### src/rtl/firebird7_in_gate1_tessent_data_mux_guarded.sv
// Guarded IJTAG/functional data mux for gate1: registered output that freezes
// for GUARD cycles on every source switch and snapshots the functional word on entry.
module firebird7_in_gate1_tessent_data_mux_guarded #(
    parameter int unsigned      WIDTH       = 19,
    parameter int unsigned      NUM_SRC     = 2,
    parameter int unsigned      GUARD       = 2,
    parameter logic [WIDTH-1:0] RESET_VALUE = '0,
    parameter int unsigned      SW          = (NUM_SRC > 1) ? $clog2(NUM_SRC) : 1
) (
    input  logic                     ijtag_tck,
    input  logic                     ijtag_reset,
    input  logic                     ijtag_select,
    input  logic [SW-1:0]            ijtag_src_sel,
    input  logic [WIDTH-1:0]         functional_data_in,
    input  logic [NUM_SRC*WIDTH-1:0] ijtag_data_in,
    output logic [WIDTH-1:0]         data_out,
    output logic [WIDTH-1:0]         capture_data,
    output logic                     mux_active,
    output logic                     switch_busy
);

    localparam int unsigned   CW       = 4;
    localparam logic [CW-1:0] GUARD_LD = CW'(GUARD);
    localparam logic [CW-1:0] CNT_ONE  = CW'(1);

    typedef enum logic [1:0] {
        ST_FUNC     = 2'd0,
        ST_HOLD_IN  = 2'd1,
        ST_IJTAG    = 2'd2,
        ST_HOLD_OUT = 2'd3
    } state_t;

    state_t            state;
    state_t            state_nxt;
    logic [CW-1:0]     cnt;
    logic [CW-1:0]     cnt_nxt;
    logic [WIDTH-1:0]  data_nxt;
    logic [WIDTH-1:0]  capture_nxt;
    logic [WIDTH-1:0]  src_word;
    logic              src_valid;

    // Source decode; an index past NUM_SRC leaves src_valid low so the output holds.
    always_comb begin
        src_word  = '0;
        src_valid = 1'b0;
        for (int unsigned i = 0; i < NUM_SRC; i++) begin
            if (ijtag_src_sel == SW'(i)) begin
                src_word  = ijtag_data_in[i*WIDTH +: WIDTH];
                src_valid = 1'b1;
            end
        end
    end

    // Next-state, guard counter and output word selection.
    always_comb begin
        state_nxt   = state;
        cnt_nxt     = cnt;
        data_nxt    = data_out;
        capture_nxt = capture_data;
        case (state)
            ST_FUNC: begin
                if (ijtag_select) begin
                    capture_nxt = functional_data_in;
                    if (GUARD != 0) begin
                        state_nxt = ST_HOLD_IN;
                        cnt_nxt   = GUARD_LD;
                    end else begin
                        state_nxt = ST_IJTAG;
                    end
                end else begin
                    data_nxt = functional_data_in;
                end
            end
            ST_HOLD_IN: begin
                if (!ijtag_select) begin
                    state_nxt = ST_HOLD_OUT;
                    cnt_nxt   = GUARD_LD;
                end else if (cnt == CNT_ONE) begin
                    state_nxt = ST_IJTAG;
                end else begin
                    cnt_nxt = cnt - CNT_ONE;
                end
            end
            ST_IJTAG: begin
                if (!ijtag_select) begin
                    if (GUARD != 0) begin
                        state_nxt = ST_HOLD_OUT;
                        cnt_nxt   = GUARD_LD;
                    end else begin
                        state_nxt = ST_FUNC;
                    end
                end else if (src_valid) begin
                    data_nxt = src_word;
                end
            end
            ST_HOLD_OUT: begin
                // Re-request while leaving restarts the entry guard without recapturing.
                if (ijtag_select) begin
                    state_nxt = ST_HOLD_IN;
                    cnt_nxt   = GUARD_LD;
                end else if (cnt == CNT_ONE) begin
                    state_nxt = ST_FUNC;
                end else begin
                    cnt_nxt = cnt - CNT_ONE;
                end
            end
            default: begin
                state_nxt = ST_FUNC;
                cnt_nxt   = '0;
            end
        endcase
    end

    // State register; status flags are flopped alongside so they mirror the state register.
    always_ff @(posedge ijtag_tck or negedge ijtag_reset) begin
        if (!ijtag_reset) begin
            state        <= ST_FUNC;
            cnt          <= '0;
            data_out     <= RESET_VALUE;
            capture_data <= '0;
            mux_active   <= 1'b0;
            switch_busy  <= 1'b0;
        end else begin
            state        <= state_nxt;
            cnt          <= cnt_nxt;
            data_out     <= data_nxt;
            capture_data <= capture_nxt;
            mux_active   <= (state_nxt == ST_IJTAG);
            switch_busy  <= (state_nxt == ST_HOLD_IN) || (state_nxt == ST_HOLD_OUT);
        end
    end

endmodule

### config.mk
export PLATFORM = sky130hd
export DESIGN_NAME = firebird7_in_gate1_tessent_data_mux_guarded
export DESIGN_NICKNAME = d
export VERILOG_FILES = /design/src/rtl/firebird7_in_gate1_tessent_data_mux_guarded.sv
export SDC_FILE = /design/constraint.sdc
export NUM_CORES = 1
export LEC_CHECK = 0
export CORE_AREA = 5 5 85 87
export DETAILED_ROUTE_END_ITERATION = 6
export DIE_AREA = 0 0 90 92
export GPL_TIMING_DRIVEN = 0
export PLACE_DENSITY = 0.75
export SLEW_MARGIN = 20
export SYNTH_ARGS = -nofsm -noshare
export SYNTH_HDL_FRONTEND = slang
export SYNTH_SLANG_ARGS = --single-unit
### constraint.sdc
create_clock -name ijtag_tck -period 1.5 [get_ports ijtag_tck]
set_input_delay 0.45 -clock ijtag_tck [delete_from_list [all_inputs] [get_ports ijtag_tck]]
set_output_delay 0.45 -clock ijtag_tck [all_outputs]
set_load 0.02 [all_outputs]
; Word level (Yosys, flattened, before mapping)
; Cells that the tools add are included.
[totals]
regBits = 46
in_bits = 61
output_inout_bits = 40
elab_cells = 41
[op_classes]
add_sub_neg = 1
eq_ne = 11
mux = 17
n_reduce_logical = 6
[op_table]
columns = cell, n
row1 = two-way mux 19 bit, 3
row2 = one-hot mux 19 bit (2 select lines), 1
row3 = two-way mux 4 bit, 5
row4 = one-hot mux 4 bit (4 select lines), 1
row5 = two-way mux 2 bit, 6
row6 = "== test 2 bit, second input constant", 4
row7 = "!= test 2 bit, second input constant", 4
row8 = one-hot mux 2 bit (4 select lines), 1
row9 = "== test 2 x 1 -> 1 bit, second input constant", 2
row10 = "== test 4 x 1 -> 1 bit, second input constant", 1
row11 = AND reduction 2 bit, 2
row12 = "subtractor 4 x 1 -> 4 bit, second input constant", 1
row13 = AND reduction 3 bit, 1
row14 = logical NOT 2 bit, 1
row15 = nonzero test 2 bit, 1
row16 = logical OR 1 bit, 1

; Depth between registers and ports, before layout
; Gate-level depths: netlist of the first run.
[depth]
ltp_word = 6
mapped_depth = 5

; Least setup slack after synthesis of the first run
; Ideal clock, no wire load.
[synth_path]
path_type = reg2reg
from = register cnt[1]
to = register state[1]
arrival_time_ns = 1.305
required_ns = 1.374
path_slack_ns = 0.068
path_stages_with_launch = 5
path_buffers = 0
cell_sequence = dfrtp_1 > inv_1 > ha_1 > or3b_1 > a311o_1
[synth_between]
elab_chain_cells = 4
[synth_rtl]
columns = element, line_no
row1 = "start, declared", 35  ; logic [CW-1:0] cnt;
row2 = "start signal, assigned", 125  ; cnt <= cnt_nxt;
row3 = == test 4 x 1 -> 1 bit (*), "78, 101"
row4 = "two-way mux 2 bit, on equally long branches", "101, 78"
row5 = "two-way mux 2 bit, on equally long branches", "98, 75"
row6 = one-hot mux 2 bit (4 select lines) (*), 60  ; case (state)
row7 = net state_nxt[1], 34  ; state_t state_nxt;
row8 = "end signal, assigned", 124  ; state <= state_nxt;
row9 = "end, declared", 33  ; state_t state;
; Mark *: on every way through the listed nets, which the timed path passes. The rest lies on a longest branch.
; A chain may end at the register's enable or synchronous reset.

; Worst setup path in the final report of the first run
; Ends and elaborated chain as after synthesis.

==> metrics, run 1 <==
status finished clean; CTS Hold Buffers Added 0; CTS max path bufs 2; DR vias/cell 5.54; vias in the first global route 2361; worst path cell trace inv_2 -> ha_4 -> or3b_4 -> a311o_1; Die Y 92 µm; Crit. End Element flop; die area 8280 µm²; share of layout cells above drive strength 1 0.220; Post-DP HPWL 5510 µm; Synth top area share 0.481; origin of the critical flop-to-flop path cnt[1]$_DFFE_PN0P_; I/O pin cnt 101; WS Path Type reg2reg; drt total wl 7440 µm; final antenna-violating net count 0; Worst path max stage delay 400 ps; hold crit path type in2async; GR Overflow Total 0; # nets final 390; top post-synthesis cells by area dfrtp_1 48%, a211oi_1 12%, o32ai_1 7.0%; ys async rst share 1.00; Worst VDD drop 0.000725 V; 1st-iter DRT viols 89; Clock Sinks 46; CTS clk-pin slew, worst paths 90 ps; RSZ-0062 raised after global routing yes; non-filler cells, final 405; GP Congestion 0.788; Inst Count DP 392; most common cell in the synthesized netlist dfrtp_1; Worst R2R Setup Slack 30 ps; # port buffers 99; Die X-Extent 90 µm; pin count of the biggest net entering global routing 28; Yosys reg bits 46; sequential share of the synthesized area 0.481; YS warnings 0; Core ar. 6280 µm²; EDFF count, synth 0; H-tree depth 2; area grow syn2layout 55.1%; setup_tns 0 ps; worst reg-to-reg path cell count 4; prevailing post-synth register cell dfrtp_1; Initial Util 0.381; Slowest cell on crit path dfrtp_1; DRT Pass-1 Iters 4; post-DR wirelength/cell 18.4 µm; first-pass GRT wire length 12000 µm; slew margin rel. 0.674; Final WS setup 28.6 ps; Clock Skews 11.0 ps; critical-path maximum fanout 3; Mean Syn Cell Area 11.1 µm²; DRC Markers 0; worst-margin pin slew 488 ps; pre-CTS WS -787 ps; root buffer cell clkbuf_8; P_leak 0.00156 µW; CP required 1680 ps; Achievable Freq 680 MHz; mapped cell area 2390 µm²; Yosys top cell by area dfrtp_1; CTS buffer count 5; Tmin final 1470 ps; vias 2244; CTS tree built; Setup violations, final 0; fin. max-slew vios 0; # diodes 0; Synthesized Nets 278; Cell variety after synth 31; period utilisation layout 0.981; arrival time worst endpoint 1650 ps; Post-synth top cells 46 x dfrtp_1, 38 x a211oi_1, 20 x nor2b_1; FILL cells 524; global-route total usage across every layer 0.177; pwr/cell area 1640 nW/µm²; Max Cap Viol 0; RR Endpoint state[1]$_DFF_PN0_; worst skew pair latency 300 ps; Hold Violations, Final 0; Startpoint Class flop; # rows 29; gate count of the mapped netlist 215; initial antenna violation count 0
[per-stage QoR]
stage	hold WS (ps)	utilization	instance area, µm²	total power, µW
2_1_floorplan	154	-	2390	3690
3_3_place_gp	466	0.554	3480	4910
3_5_place_dp	435	0.557	3490	5000
4_1_cts	107	0.579	3630	5970
5_1_grt	135	0.591	3710	6450
6_report	100	0.591	3710	6090
[critical path, delay by kind of cell, from the launching register on]
family,cells,cell delay (ps)
adder cells (fa/ha/maj),1,130
AO/OA/AOI/OAI,1,360
AND/OR/NAND/NOR,1,390
buffers and inverters,1,80
flip-flops,1,400
[per-layer routing]
metal | GRT usage | share of wire | vias up | wire length [µm]
li1 | - | - | 1059 | -
met5 | 0 | 0 | - | 0
met3 | 0.0352 | 0.062 | 14 | 463
met4 | 0.0633 | 0.021 | 0 | 155
met2 | 0.316 | 0.52 | 83 | 3840
met1 | 0.212 | 0.40 | 1088 | 2980
[cells in the final DEF (no fill, tap or decap), types with 2 or more instances in the layout]
| master | instances |
|---|---|
| a21oi_1 | 19 |
| dfrtp_1 | 46 |
| o32ai_1 | 13 |
| clkdlybuf4s15_1 | 11 |
| clkbuf_2 | 18 |
| nand2b_1 | 4 |
| bufinv_16 | 2 |
| a211oi_1 | 34 |
| clkbuf_8 | 6 |
| nor2b_1 | 20 |
| buf_6 | 4 |
| buf_2 | 7 |
| mux2_2 | 9 |
| o32ai_2 | 6 |
| a211oi_2 | 4 |
| nand4_1 | 2 |
| inv_1 | 4 |
| mux2_1 | 10 |
| buf_4 | 7 |
| nor3_1 | 2 |
| dlygate4sd2_1 | 18 |
| clkdlybuf4s50_1 | 57 |
| nand4b_1 | 2 |
| mux2i_1 | 3 |
[cells by family after synthesis]
kind of cell | after synthesis | share of synthesized area
AO/OA/AOI/OAI | 81 | 0.245
flip-flops | 46 | 0.481
AND/OR/NAND/NOR | 37 | 0.100
buffers and inverters | 26 | 0.0539
multiplexers | 22 | 0.102
adder cells (fa/ha/maj) | 2 | 0.0105
XOR/XNOR | 1 | 0.00680
[how the worst max path moves through the flow]
stage / start / endpoint / slack [ps] / cells after the start
6_report: cnt[1]$_DFFE_PN0P_ / state[1]$_DFF_PN0_ / 30 / 4
5_1_grt: state[1]$_DFF_PN0_ / cnt[0]$_DFFE_PN0P_ / -30 / 4
4_1_cts: data_out[0]$_DFFE_PN0P_ / data_out[0] / 0.4 / 1
3_5_place_dp: ijtag_select / capture_data[12]$_DFFE_PN0P_ / -790 / 5
3_3_place_gp: ijtag_reset / capture_data[9]$_DFFE_PN0P_ / -1340 / 1
2_1_floorplan: cnt[1]$_DFFE_PN0P_ / state[1]$_DFF_PN0_ / 70 / 4
[cell type report]
| type | count | area, µm² | area share |
|---|---|---|---|
| inverters | 5 | 18.8 | 0.00506 |
| multi-input cells | 143 | 1200 | 0.323 |
| flip-flops and latches | 46 | 1150 | 0.310 |
| plain buffers | 21 | 136 | 0.0368 |
| clock inverters | 2 | 60.1 | 0.0162 |
| well taps | 77 | 96.3 | 0.0260 |
| repair buffers | 105 | 967 | 0.261 |
| clock buffers | 6 | 82.6 | 0.0223 |
[timing repair]
action                                  4_1_cts  5_1_grt
pin swaps                                     1        0
resized for setup                            54       57
cloned                                        0        0
endpoints found under the setup margin       85       35
setup buffers                                 3        2
[power by group]
group | total, µW | internal, µW | switching (µW)
combinational | 3030 | 1310 | 1720
clock | 1150 | 711 | 434
sequential | 1920 | 1660 | 253
[flip-flops by register name, summed over array words and instances (netlist names)]
| signal | flops |
|---|---|
| state | 2 |
| mux_active | 1 |
| switch_busy | 1 |
| capture_data | 19 |
| cnt | 4 |
| data_out | 19 |
No activity file was read; power rests on OpenSTA's default activity.
==> run 2, diff against run 1 <==
Settings changed: CORE_AREA 5 5 85 87 to 5 5 90 75, DIE_AREA 0 0 90 92 to 0 0 95 80, PLACE_DENSITY 0.75 to 0.79.
Clock period 1.5 ns to 1.6 ns, I/O delays scaled along.
==> run 2 against run 1 <==
Clock power decreased by 42%. Final area decreased by 4.2%. Total power decreased by 16%. Maximum frequency decreased by 5.3%. Utilization increased by 2.6 points. Sequential share of layout area increased by 1.4 points. Setup slack improved by 17 ps. Critical endpoint unchanged.
==> metrics, run 2 (synthesis gave the netlist of run 1 again) <==
Final WS setup 46.1 ps (+17.5 ps); drt total wl 7180 µm (-3.5%); CTS max path bufs 2 (unchanged); fin. max-slew vios 0 (unchanged); I/O pin cnt 101 (unchanged); Setup violations, final 0 (unchanged); Metal-1 WL 3040 µm (+2.0%); FILL cells 501 (-4.4%); CTS clk-pin slew, worst paths 80 ps (about the same); status finished clean; # port buffers 99 (unchanged); worst hold margin 82.1 ps (-18.3 ps); GP Congestion 0.847 (+7.5%); area of the multi-input gates 1120 µm² (-6.3%); final antenna-violating net count 0 (unchanged); # nets final 386 (-1.0%); 1st-iter DRT viols 118 (+33%); pre-CTS WS -691 ps (+95.6 ps); worst skew pair latency 290 ps (about the same); Max Cap Viol 0 (unchanged); detailed-routed wire length on met2 3540 µm (-7.9%); first-pass GRT wire length 11700 µm (-2.4%); arrival time worst endpoint 1740 ps (+90 ps); H-tree depth 2 (unchanged); hold crit path type in2async; Achievable Freq 644 MHz (-5.3%); CP required 1780 ps (+100 ps); Hold Violations, Final 0 (unchanged); post-layout instance area 3550 µm² (-4.2%); area grow syn2layout 48.5%; setup_tns 0 ps (unchanged); die area 7600 µm² (-8.2%); slew margin rel. 0.661 (-0.0134); Initial Util 0.416 (+0.0345); Post-DP HPWL 5320 µm (-3.4%); Core ar. 5760 µm² (-8.3%); DRT Pass-1 Iters 5 (+1); placed cell area 3500 µm² (+0.14%); root buffer cell clkbuf_8; commonest cells after routing, fill and taps aside 57 x clkdlybuf4s50_1, 46 x dfrtp_1, 40 x dlygate4sd2_1; most common cell after layout, fill and taps aside clkdlybuf4s50_1; Clock Sinks 46 (unchanged); Die X-Extent 95 µm (+5.6%); initial antenna violation count 0 (unchanged); pin count of the biggest net entering global routing 33 (+18%); Startpoint Class flop; Inst Count DP 396 (+1.0%); DRC Markers 0 (unchanged); register area 1150 µm² (unchanged); top routing layer used met4; global-route total usage across every layer 0.197 (+0.0196); biggest regs capture_data: 19 flops, data_out: 19 flops, cnt: 4 flops; Worst VDD drop 0.000558 V (-23%); non-filler cells, final 404 (-0.25%); critical-path maximum fanout 3 (unchanged); P_leak 0.00155 µW (-0.49%); pwr/cell area 1440 nW/µm² (-12%); GR Overflow Total 0 (unchanged); # diodes 0 (unchanged); CTS Hold Buffers Added 0 (unchanged); period utilisation layout 0.971 (-0.00973); Tmin final 1550 ps (+82.5 ps); # rows 25 (-14%); worst-margin pin slew 509 ps (+20.1 ps); DR vias/cell 5.46 (-1.4%); CTS tree built; post-DR wirelength/cell 17.8 µm (-3.3%); Clock Skews 6.32 ps (-4.66 ps); share of layout cells above drive strength 1 0.127 (-0.0926); vias in the first global route 2310 (-2.2%); CTS buffer count 5 (unchanged); Die Y 80 µm (-13%); WS Path Type reg2reg; met3 wire length 501 µm (+8.2%); vias 2207 (-1.6%); Crit. End Element flop
## run 2: changes by cell type in the layout (fill, tap and decap cells not counted), sizes merged
| cell | before | now |
|---|---|---|
| dlygate4sd2 | 18 | 40 |
| buf | 19 | 13 |
| bufinv | 2 | 0 |
| clkdlybuf4s15 | 12 | 0 |
| clkbuf | 26 | 19 |
## run 2: layout make-up
type,count,share of cell area
buffer,20,0.0328
inverter,5,0.00528
tap,81,0.0285
timing repair buffer,102,0.272
clock buffer,7,0.0215
multi-input combinational,143,0.316
sequential,46,0.324
## run 2: worst paths after layout
kind,startpoint,endpoint,slack [ps],depth (start not counted)
setup / recovery,cnt[1]$_DFFE_PN0P_,state[1]$_DFF_PN0_,50,4
hold / removal,ijtag_reset,capture_data[18]$_DFFE_PN0P_,80,1
setup reg to reg,cnt[1]$_DFFE_PN0P_,state[1]$_DFF_PN0_,50,4
hold reg to reg,capture_data[14]$_DFFE_PN0P_,capture_data[14]$_DFFE_PN0P_,480,1
max in group asynchronous,ijtag_reset,capture_data[15]$_DFFE_PN0P_,1030,2
min in group ijtag_tck,capture_data[14]$_DFFE_PN0P_,capture_data[14]$_DFFE_PN0P_,480,1
## run 2: stage by stage
step / total power [µW] / utilization
3_3_place_gp: 4590 / 0.605
3_5_place_dp: 4670 / 0.608
5_1_grt: 5490 / 0.617
6_report: 5120 / 0.617
4_1_cts: 5120 / 0.615
2_1_floorplan: 3460 / -
## run 2: timing repair
action,4_1_cts,5_1_grt
buffers inserted,2,0
resized for setup,44,12
cloned,0,0
endpoints found under the setup margin,81,16
pin swaps,1,0
## run 2: critical path, cell delays in order (launching register included)
cell     delay [ps]
dfrtp_1         400
inv_1            90
ha_2            190
or3b_4          400
a311o_1         360
## run 2: per-layer routing
layer	track usage	up-vias
met4	0.0591	0
met5	0	-
li1	-	1050
met1	0.262	1065
met2	0.318	80
met3	0.0452	12
## run 2: report_power, final
| part | internal (µW) | total (µW) | switching, µW |
|---|---|---|---|
| clock | 301 | 664 | 362 |
| combinational | 1130 | 2670 | 1550 |
| sequential | 1560 | 1780 | 222 |
| total | 2990 | 5120 | 2130 |
==> run 3, diff against run 2 <==
Settings changed: SKIP_LAST_GASP from default to 1.
==> run 3 against run 2 <==
Flip-flop and latch count did not move. Sequential share of layout area barely moved. Hold slack improved by 3.4 ps. Wire length is 0.60% higher. Critical path depth stayed put. Utilization barely moved. Non-clock buffer count stayed put. Via count about the same. Clock power about the same. Cell count did not move. Critical path type unchanged.
==> metrics, run 3 (synthesis gave the netlist of run 1 again) <==
P_leak 0.00155 µW (-0.17%); DRT Pass-1 Iters 4 (-1); pre-CTS WS -691 ps (unchanged); FILL cells 501 (unchanged); Initial Util 0.416 (unchanged); Final WS setup 47.7 ps (+1.61 ps); Inst Count DP 396 (unchanged); CP required 1780 ps (about the same); # rows 25 (unchanged); CTS tree built; Worst VDD drop 0.000559 V (+0.32%); Clock Skews 4.55 ps (-1.77 ps); fin. max-slew vios 0 (unchanged); worst skew pair latency 290 ps (about the same); CTS max path bufs 2 (unchanged); final antenna-violating net count 0 (unchanged); CTS Hold Buffers Added 0 (unchanged); share of layout cells above drive strength 1 0.124 (-0.00310); GR Overflow Total 0 (unchanged); root buffer cell clkbuf_8; I/O pin cnt 101 (unchanged); H-tree depth 2 (unchanged); worst hold margin 85.6 ps (+3.43 ps); Tmin final 1550 ps (-1.61 ps); Setup violations, final 0 (unchanged); initial antenna violation count 0 (unchanged); DRC Markers 0 (unchanged); area grow syn2layout 48.4% (about the same); Die Y 80 µm (unchanged); worst-margin pin slew 523 ps (+14.2 ps); commonest cells after routing, fill and taps aside 57 x clkdlybuf4s50_1, 46 x dfrtp_1, 40 x dlygate4sd2_1; non-filler cells, final 404 (unchanged); # diodes 0 (unchanged); RSZ-0062 raised after global routing yes; first-pass GRT wire length 11700 µm (unchanged); setup_tns 0 ps (unchanged); vias in the first global route 2310 (unchanged); vias 2208 (+0.045%); die area 7600 µm² (unchanged); Crit. End Element flop; Max Cap Viol 0 (unchanged); critical-path maximum fanout 3 (unchanged); biggest regs capture_data: 19 flops, data_out: 19 flops, cnt: 4 flops; slew margin rel. 0.652 (-0.00944); # nets final 386 (unchanged); pin count of the biggest net entering global routing 33 (unchanged); Die X-Extent 95 µm (unchanged); 1st-iter DRT viols 110 (-6.8%); CTS clk-pin slew, worst paths 80 ps (about the same); # port buffers 99 (unchanged); Startpoint Class flop; global-route total usage across every layer 0.197 (unchanged); most common cell after layout, fill and taps aside clkdlybuf4s50_1; drt total wl 7220 µm (+0.60%); WS Path Type reg2reg; pwr/cell area 1440 nW/µm² (about the same); GP Congestion 0.847 (unchanged); post-DR wirelength/cell 17.9 µm (+0.60%); Post-DP HPWL 5320 µm (unchanged); Hold Violations, Final 0 (unchanged); Core ar. 5760 µm² (unchanged); hold crit path type in2async; Achievable Freq 644 MHz (+0.10%); period utilisation layout 0.970 (-0.00100); status finished clean; Clock Sinks 46 (unchanged); CTS buffer count 5 (unchanged); arrival time worst endpoint 1740 ps (about the same); DR vias/cell 5.47 (about the same)
## run 3: cell count changes in the layout (fill, tap and decap cells not counted)
cell      change
buf_1         +1
clkbuf_2      -1
## run 3: cell type report
class                   instances  area, µm²  share of cell area
flip-flops and latches         46       1150               0.324
multi-input cells             143       1120               0.316
repair buffers                102        966               0.272
plain buffers                  20        115              0.0324
well taps                      81        101              0.0285
clock buffers                   7       76.3              0.0215
inverters                       5       18.8             0.00529
## run 3: where the power goes
group          leakage, µW  switching, µW  total (µW)  internal (µW)
Sequential        0.000589            223        1780           1560
Combinational     0.000920           1550        2680           1130
Clock            0.0000383            363         665            301
Total              0.00155           2140        5120           2990
## run 3: repair_timing
action,in CTS,in global routing
setup buffers,2,0
endpoints found under the setup margin,81,16
cloned,0,0
pin swaps,1,0
gates resized for setup,44,11
## run 3: critical path: stages (launching register included)
cell,delay (ps)
dfrtp_1,400
inv_1,90
ha_2,190
or3b_4,400
a311o_1,360
## run 3: final timing paths
path | startpoint | to | slack [ps] | cells after the start
worst max-delay path | cnt[1]$_DFFE_PN0P_ | state[1]$_DFF_PN0_ | 50 | 4
worst min-delay path | ijtag_reset | capture_data[18]$_DFFE_PN0P_ | 90 | 1
worst max register to register | cnt[1]$_DFFE_PN0P_ | state[1]$_DFF_PN0_ | 50 | 4
worst min register to register | capture_data[14]$_DFFE_PN0P_ | capture_data[14]$_DFFE_PN0P_ | 480 | 1
max in group asynchronous | ijtag_reset | data_out[10]$_DFFE_PN0P_ | 1030 | 2
min in group ijtag_tck | capture_data[14]$_DFFE_PN0P_ | capture_data[14]$_DFFE_PN0P_ | 480 | 1
## run 3: layer usage
layer | vias to the layer above | GRT usage | part of all wire
met5 | - | 0 | 0
met4 | 0 | 0.0591 | 0.014
met3 | 13 | 0.0452 | 0.068
met2 | 82 | 0.318 | 0.49
li1 | 1045 | - | -
met1 | 1068 | 0.262 | 0.43
## run 3: metrics by stage
step / utilization / total power (µW) / area, µm²
3_5_place_dp: 0.608 / 4670 / 3500
2_1_floorplan: - / 3460 / 2390
6_report: 0.617 / 5120 / 3550
4_1_cts: 0.615 / 5120 / 3540
3_3_place_gp: 0.605 / 4590 / 3480
5_1_grt: 0.617 / 5490 / 3550
